File: config.mk
export PLATFORM = sky130hd
export DESIGN_NAME = stud_sample_fifo
export DESIGN_NICKNAME = d
export VERILOG_FILES = /design/src/rtl/stud_sample_fifo.sv
export SDC_FILE = /design/constraint.sdc
export NUM_CORES = 1
export LEC_CHECK = 0
export ABC_AREA = 1
export CAP_MARGIN = 15
export CORE_MARGIN = 3
export CORE_UTILIZATION = 30
export DETAILED_ROUTE_END_ITERATION = 10
export GPL_TIMING_DRIVEN = 0
export SLEW_MARGIN = 20
export SYNTH_ARGS = -nofsm -noshare
export SYNTH_HDL_FRONTEND = slang
export SYNTH_SLANG_ARGS = --single-unit
export TNS_END_PERCENT = 20
File: constraint.sdc
create_clock -name clk_i -period 7.8 [get_ports clk_i]
set_clock_uncertainty 0.1 [all_clocks]
set_input_delay 2.34 -clock clk_i [delete_from_list [all_inputs] [get_ports clk_i]]
set_output_delay 2.34 -clock clk_i [all_outputs]
set_load 0.005 [all_outputs]
File: src/rtl/stud_sample_fifo.sv
// stud_sample_fifo
//   Sample buffer between the host write path and the modulator. Host samples
//   enter through a valid/ready handshake into a circular FIFO. Each
//   single-cycle audio_rd_i strobe releases one sample to audio_data_o.
//   Reads stay gated until the FIFO is half full. An empty read while running
//   sets a sticky underrun flag and drops back to prefill.
//
//   Build option: STUD_FIFO_HOLD_LAST_EN
//     defined   - an underrun or a strobe during prefill holds the last sample
//                 on audio_data_o, which avoids a step to zero (click)
//     undefined - audio_data_o goes to 0 in those cases
//
//   Ports
//     clk_i          system clock, rising edge
//     rst_i          synchronous reset, active-high
//     wr_data_i      sample from host
//     wr_valid_i     wr_data_i valid
//     wr_ready_o     FIFO can accept a sample
//     audio_rd_i     one-cycle read strobe from the oversampling generator
//     audio_data_o   registered sample to the modulator
//     level_o        number of stored samples
//     running_o      1 = RUN, 0 = FILL
//     underrun_o     sticky underrun flag
//     clr_underrun_i clears underrun_o (a new underrun wins)
//
//   state | meaning
//   FILL  | prefilling; strobes do not pop; leaves once level >= depth/2
//   RUN   | each strobe pops one sample; an empty strobe returns to FILL
module stud_sample_fifo #(
    parameter int WIDTH      = 16,
    parameter int DEPTH_LOG2 = 3
) (
    input  logic                  clk_i,
    input  logic                  rst_i,
    input  logic [WIDTH-1:0]      wr_data_i,
    input  logic                  wr_valid_i,
    output logic                  wr_ready_o,
    input  logic                  audio_rd_i,
    output logic [WIDTH-1:0]      audio_data_o,
    output logic [DEPTH_LOG2:0]   level_o,
    output logic                  running_o,
    output logic                  underrun_o,
    input  logic                  clr_underrun_i
);

    localparam int DEPTH = 2 ** DEPTH_LOG2;
    localparam int HALF  = 2 ** (DEPTH_LOG2 - 1);
    localparam logic [DEPTH_LOG2:0] HALF_LVL = HALF[DEPTH_LOG2:0];

    localparam logic [0:0] ST_FILL = 1'b0;
    localparam logic [0:0] ST_RUN  = 1'b1;

    logic [WIDTH-1:0]    r_mem [DEPTH];
    logic [DEPTH_LOG2:0] r_wr_ptr;
    logic [DEPTH_LOG2:0] r_rd_ptr;
    logic [0:0]          r_state;
    logic [WIDTH-1:0]    r_audio_data;
    logic                r_underrun;

    logic [DEPTH_LOG2:0] w_level;
    logic                w_empty;
    logic                w_full;
    logic                w_wr_ready;
    logic                w_wr_en;
    logic                w_pop;
    logic                w_underrun;

    // Extra MSB on each pointer distinguishes full from empty.
    assign w_level    = r_wr_ptr - r_rd_ptr;
    assign w_empty    = (r_wr_ptr == r_rd_ptr);
    assign w_full     = (r_wr_ptr[DEPTH_LOG2-1:0] == r_rd_ptr[DEPTH_LOG2-1:0]) &&
                        (r_wr_ptr[DEPTH_LOG2] != r_rd_ptr[DEPTH_LOG2]);
    // Ready comes from registered pointers only: a pop in this cycle does not
    // free a slot until the next cycle.
    assign w_wr_ready = !w_full && !rst_i;
    assign w_wr_en    = wr_valid_i && w_wr_ready;
    assign w_pop      = audio_rd_i && (r_state == ST_RUN) && !w_empty;
    assign w_underrun = audio_rd_i && (r_state == ST_RUN) && w_empty;

    always_ff @(posedge clk_i) begin
        if (rst_i) begin
            r_wr_ptr     <= '0;
            r_rd_ptr     <= '0;
            r_state      <= ST_FILL;
            r_audio_data <= '0;
            r_underrun   <= 1'b0;
        end else begin
            if (w_wr_en) begin
                r_wr_ptr <= r_wr_ptr + 1'b1;
            end

            if (w_pop) begin
                r_rd_ptr     <= r_rd_ptr + 1'b1;
                r_audio_data <= r_mem[r_rd_ptr[DEPTH_LOG2-1:0]];
            end
`ifdef STUD_FIFO_HOLD_LAST_EN
`else
            // Strobe without a pop: prefill strobe or underrun.
            else if (audio_rd_i) begin
                r_audio_data <= '0;
            end
`endif

            case (r_state)
                ST_FILL: if (w_level >= HALF_LVL) r_state <= ST_RUN;
                ST_RUN:  if (w_underrun)          r_state <= ST_FILL;
                default:                          r_state <= ST_FILL;
            endcase

            if (w_underrun) begin
                r_underrun <= 1'b1;
            end else if (clr_underrun_i) begin
                r_underrun <= 1'b0;
            end
        end
    end

    // Sample storage is not reset; the pointers define what is valid.
    always_ff @(posedge clk_i) begin
        if (w_wr_en) begin
            r_mem[r_wr_ptr[DEPTH_LOG2-1:0]] <= wr_data_i;
        end
    end

    assign wr_ready_o   = w_wr_ready;
    assign audio_data_o = r_audio_data;
    assign level_o      = rst_i ? '0 : w_level;
    assign running_o    = (r_state == ST_RUN) && !rst_i;
    assign underrun_o   = r_underrun;

endmodule

==> results of run 1 <==
layer usage:
layer,wire length (um),share of wire,vias to the layer above
met5,0,0,-
met1,7021,0.46,2000
met2,6880,0.45,127
met3,949,0.063,19
li1,-,-,2155
met4,311,0.021,0
state kept, by name, summed over array words and instances (netlist names), named ones only:
name,flops
audio_data_o,16
r_mem,128
r_rd_ptr,4
r_state,1
r_wr_ptr,4
underrun_o,1
per-stage QoR:
stage / util / instance area, um^2 / setup WS, ns / total power, mW / instances
floorplan: - / 6518 / 2.621 / 1.000 / 590
global placement: 0.3442 / 7282 / 1.868 / 1.046 / 907
detailed placement: 0.3510 / 7425 / 2.099 / 1.050 / 919
CTS: 0.3799 / 8036 / 2.095 / 1.899 / 951
global route: 0.3799 / 8036 / 2.032 / 1.948 / 951
finish: 0.3799 / 8036 / 2.106 / 1.881 / 951
where the power goes:
| group | internal (mW) | switching, mW | total [mW] | leakage (nW) |
|---|---|---|---|---|
| Combinational | 0.0405 | 0.0692 | 0.110 | 1.23 |
| Sequential | 0.917 | 0.00474 | 0.922 | 1.39 |
| Clock | 0.509 | 0.341 | 0.850 | 0.299 |
| Total | 1.47 | 0.415 | 1.88 | 2.92 |
critical path, stage by stage:
cell	delay, ns
buf_6	0.13
clkbuf_8	0.17
nor2_1	0.11
clkdlybuf4s50_1	0.50
logic make-up after synthesis:
kind of cell | count (synthesis)
buffers and inverters | 51
adder cells (fa/ha/maj) | 6
AO/OA/AOI/OAI | 30
flip-flops | 157
AND/OR/NAND/NOR | 341
XOR/XNOR | 5
layout by cell type, fill, tap and decap left out, types with 2 or more instances in the layout:
cell type,Yosys,routed
clkbuf_16,0,17
nand3_1,80,80
nor3_2,0,4
nand2_1,232,232
buf_4,1,9
buf_8,0,2
clkdlybuf4s50_1,0,42
nor2_2,0,4
ha_1,5,5
buf_6,1,3
buf_2,18,18
dfxtp_1,29,29
nand3_2,10,10
clkinv_2,0,2
clkbuf_8,4,4
a21oi_1,15,15
inv_2,3,3
o21ai_0,3,3
inv_6,0,3
edfxtp_1,128,128
clkinv_4,0,3
nor2_1,11,7
bufinv_16,0,3
xor2_1,5,5
a21oi_4,2,2
clkbuf_1,3,3
inv_1,20,20
inv_8,0,2
a21oi_2,10,10
layout make-up:
class	count	area (um^2)
Sequential cell	157	4424
Timing Repair Buffer	54	533.0
Buffer	28	195.2
Clock inverter	15	186.4
Inverter	23	86.33
Multi-Input combinational cell	382	1842
Tap cell	275	344.1
Fill cell	2048	13120
Clock buffer	17	425.4
worst paths after layout:
check                                startpoint               to  slack, ns  cells past startpoint
worst min register to register  audio_data_o[0]  audio_data_o[0]       0.37                      2
worst max register to register      r_wr_ptr[0]      r_mem[6][7]       4.94                      9
worst min-delay path            audio_data_o[0]  audio_data_o[0]       0.37                      2
worst max-delay path                      rst_i       level_o[3]       2.11                      4
==> flow_summary.yaml, run 1 <==
run_status:
  status: "completed"
synthesis:
  yosys.area_share.simple: 0.2263
  synthAdderAreaFrac: 0.01267
  seq_area_frac_synth: 0.6788
  synth_cell_types: 25
  synth_top_area_cell: "edfxtp_1"
  syn_nets: 617
  synth_compound_area_frac: 0.03225
  synth_mux_area_frac: 0
  yosys-top-cells-count: "232 x nand2_1, 128 x edfxtp_1, 80 x nand3_1"
  synth.most_common_cell: "nand2_1"
  synthTopCellsByArea: "edfxtp_1 59%, nand2_1 13%, dfxtp_1 8.9%, nand3_1 6.1%, nand3_2 1.5%"
  synth_edf_count: 128
  syn-cell-area_mm2: 0.006518
  yosys_most_used_dff: "edfxtp_1"
  ys_warn_count: 0
  synthCells: 590
  synth-xor-area-share: 0.006719
  synthArstFlopShare: 0
  synth_top_family_by_area: "simple AND/OR/NAND/NOR gates"
  yosysTopAreaCellShare: 0.5897
  ys_ff_latch: 157
  syn_avg_cell_area_um2: 11.05
detailed_routing:
  drtIter0Drc: 361
  via_per_inst: 4.523
  ant_nets: 0
  firstDrtPassIters: 4
  via_count: 4301
  routed_wl_um: 15160
  post_drt_wl_per_cell_um: 15.94
  drc: 0
timing:
  hold_viol: 0
  slew_viol_final: 0
  tns_ns: 0
  fin_crit_sh: 0.7301
  fmax_mhz: 175.6
  whs_ns: 0.3683
  min_period_ns: 5.695
  timing.slew.headroom: 0.5484
  setup_violations: 0
  rsz0062_at_grt: "false"
  tightest_slew_ns: 0.6773
clock_network:
  insertion_delay_ns: 0.43
  numCtsBuffers: 17
  cts_htree_levels: 4
  cts_buffer_depth: 2
  cts_resized: 0
  cts_tree: "yes"
  cts.sinks: 157
  clock-root-buffer: "clkbuf_16"
  cts_setup_buffers: 0
  hold_buffers: 0
  cts.clk_slew.worst_paths_ns: 0.06
critical_path:
  setup.worst_path.class: "input port to output pin"
  worstSetupStartpointType: "input port"
  critPathRequiredTime_ns: 5.36
  worst-path-max-fanout: 10
  cp-end-kind: "output pin"
  crit_arrival_ns: 3.25
pwr:
  leakage_nw: 2.919
  irDropWorstVdd_uv: 171.6
  powerDensity_mw_per_mm2: 234.1
grt:
  grt_busiest_layer: "met2"
  grt_max_degree: 17
  grt-ovfl-total: 0
  use_met2: 0.2004
  use_met1: 0.1819
  grt_usage: 0.1317
  antenna_found_initial: 0
  grt_pass1_wl_um: 23320
  grt_pass1_vias: 4040
  use_met3: 0.03058
layout:
  layout-drive-gt1-share: 0.1538
  nNetsFinal: 690
  diodes: 0
  area_delta_synth_final_pct: 23.31
placement:
  dp_hpwl_um: 10600
  port-buffer-count: 42
  place_congestion: 0.7626
floorplanning:
  die_x_um: 153.4
  initial_core_util: 0.3081
  die_area_mm2: 0.02353
  rows: 53
  die_y_um: 153.4
  pin_count: 44
  coreArea_mm2: 0.02115
run:
  drv_cap: 0
hold_path:
  hold_path_class: "register to register"
(Power assumes the default switching activity.)
==> run 2, diff against run 1 <==
==> constraint.sdc (replaced) <==
create_clock -name clk_i -period 4.7 [get_ports clk_i]
set_clock_uncertainty 0.1 [all_clocks]
set_input_delay 1.41 -clock clk_i [delete_from_list [all_inputs] [get_ports clk_i]]
set_output_delay 1.41 -clock clk_i [all_outputs]
set_load 0.005 [all_outputs]
==> results of run 2 <==
Same layout as run 1 (identical final DEF). Status: completed.
Main changes from that run: setup slack after placement 2.099 ns -> 0.8585 ns; setup slack after layout 2.106 ns -> 0.7538 ns; start point of the critical path rst_i -> r_wr_ptr[0]; end point of the critical path level_o[3] -> level_o[2]; register-to-register setup slack 4.94 ns -> 1.84 ns; total power 1.881 mW -> 3.122 mW; worst IR drop on VDD 171.6 uV -> 284.8 uV
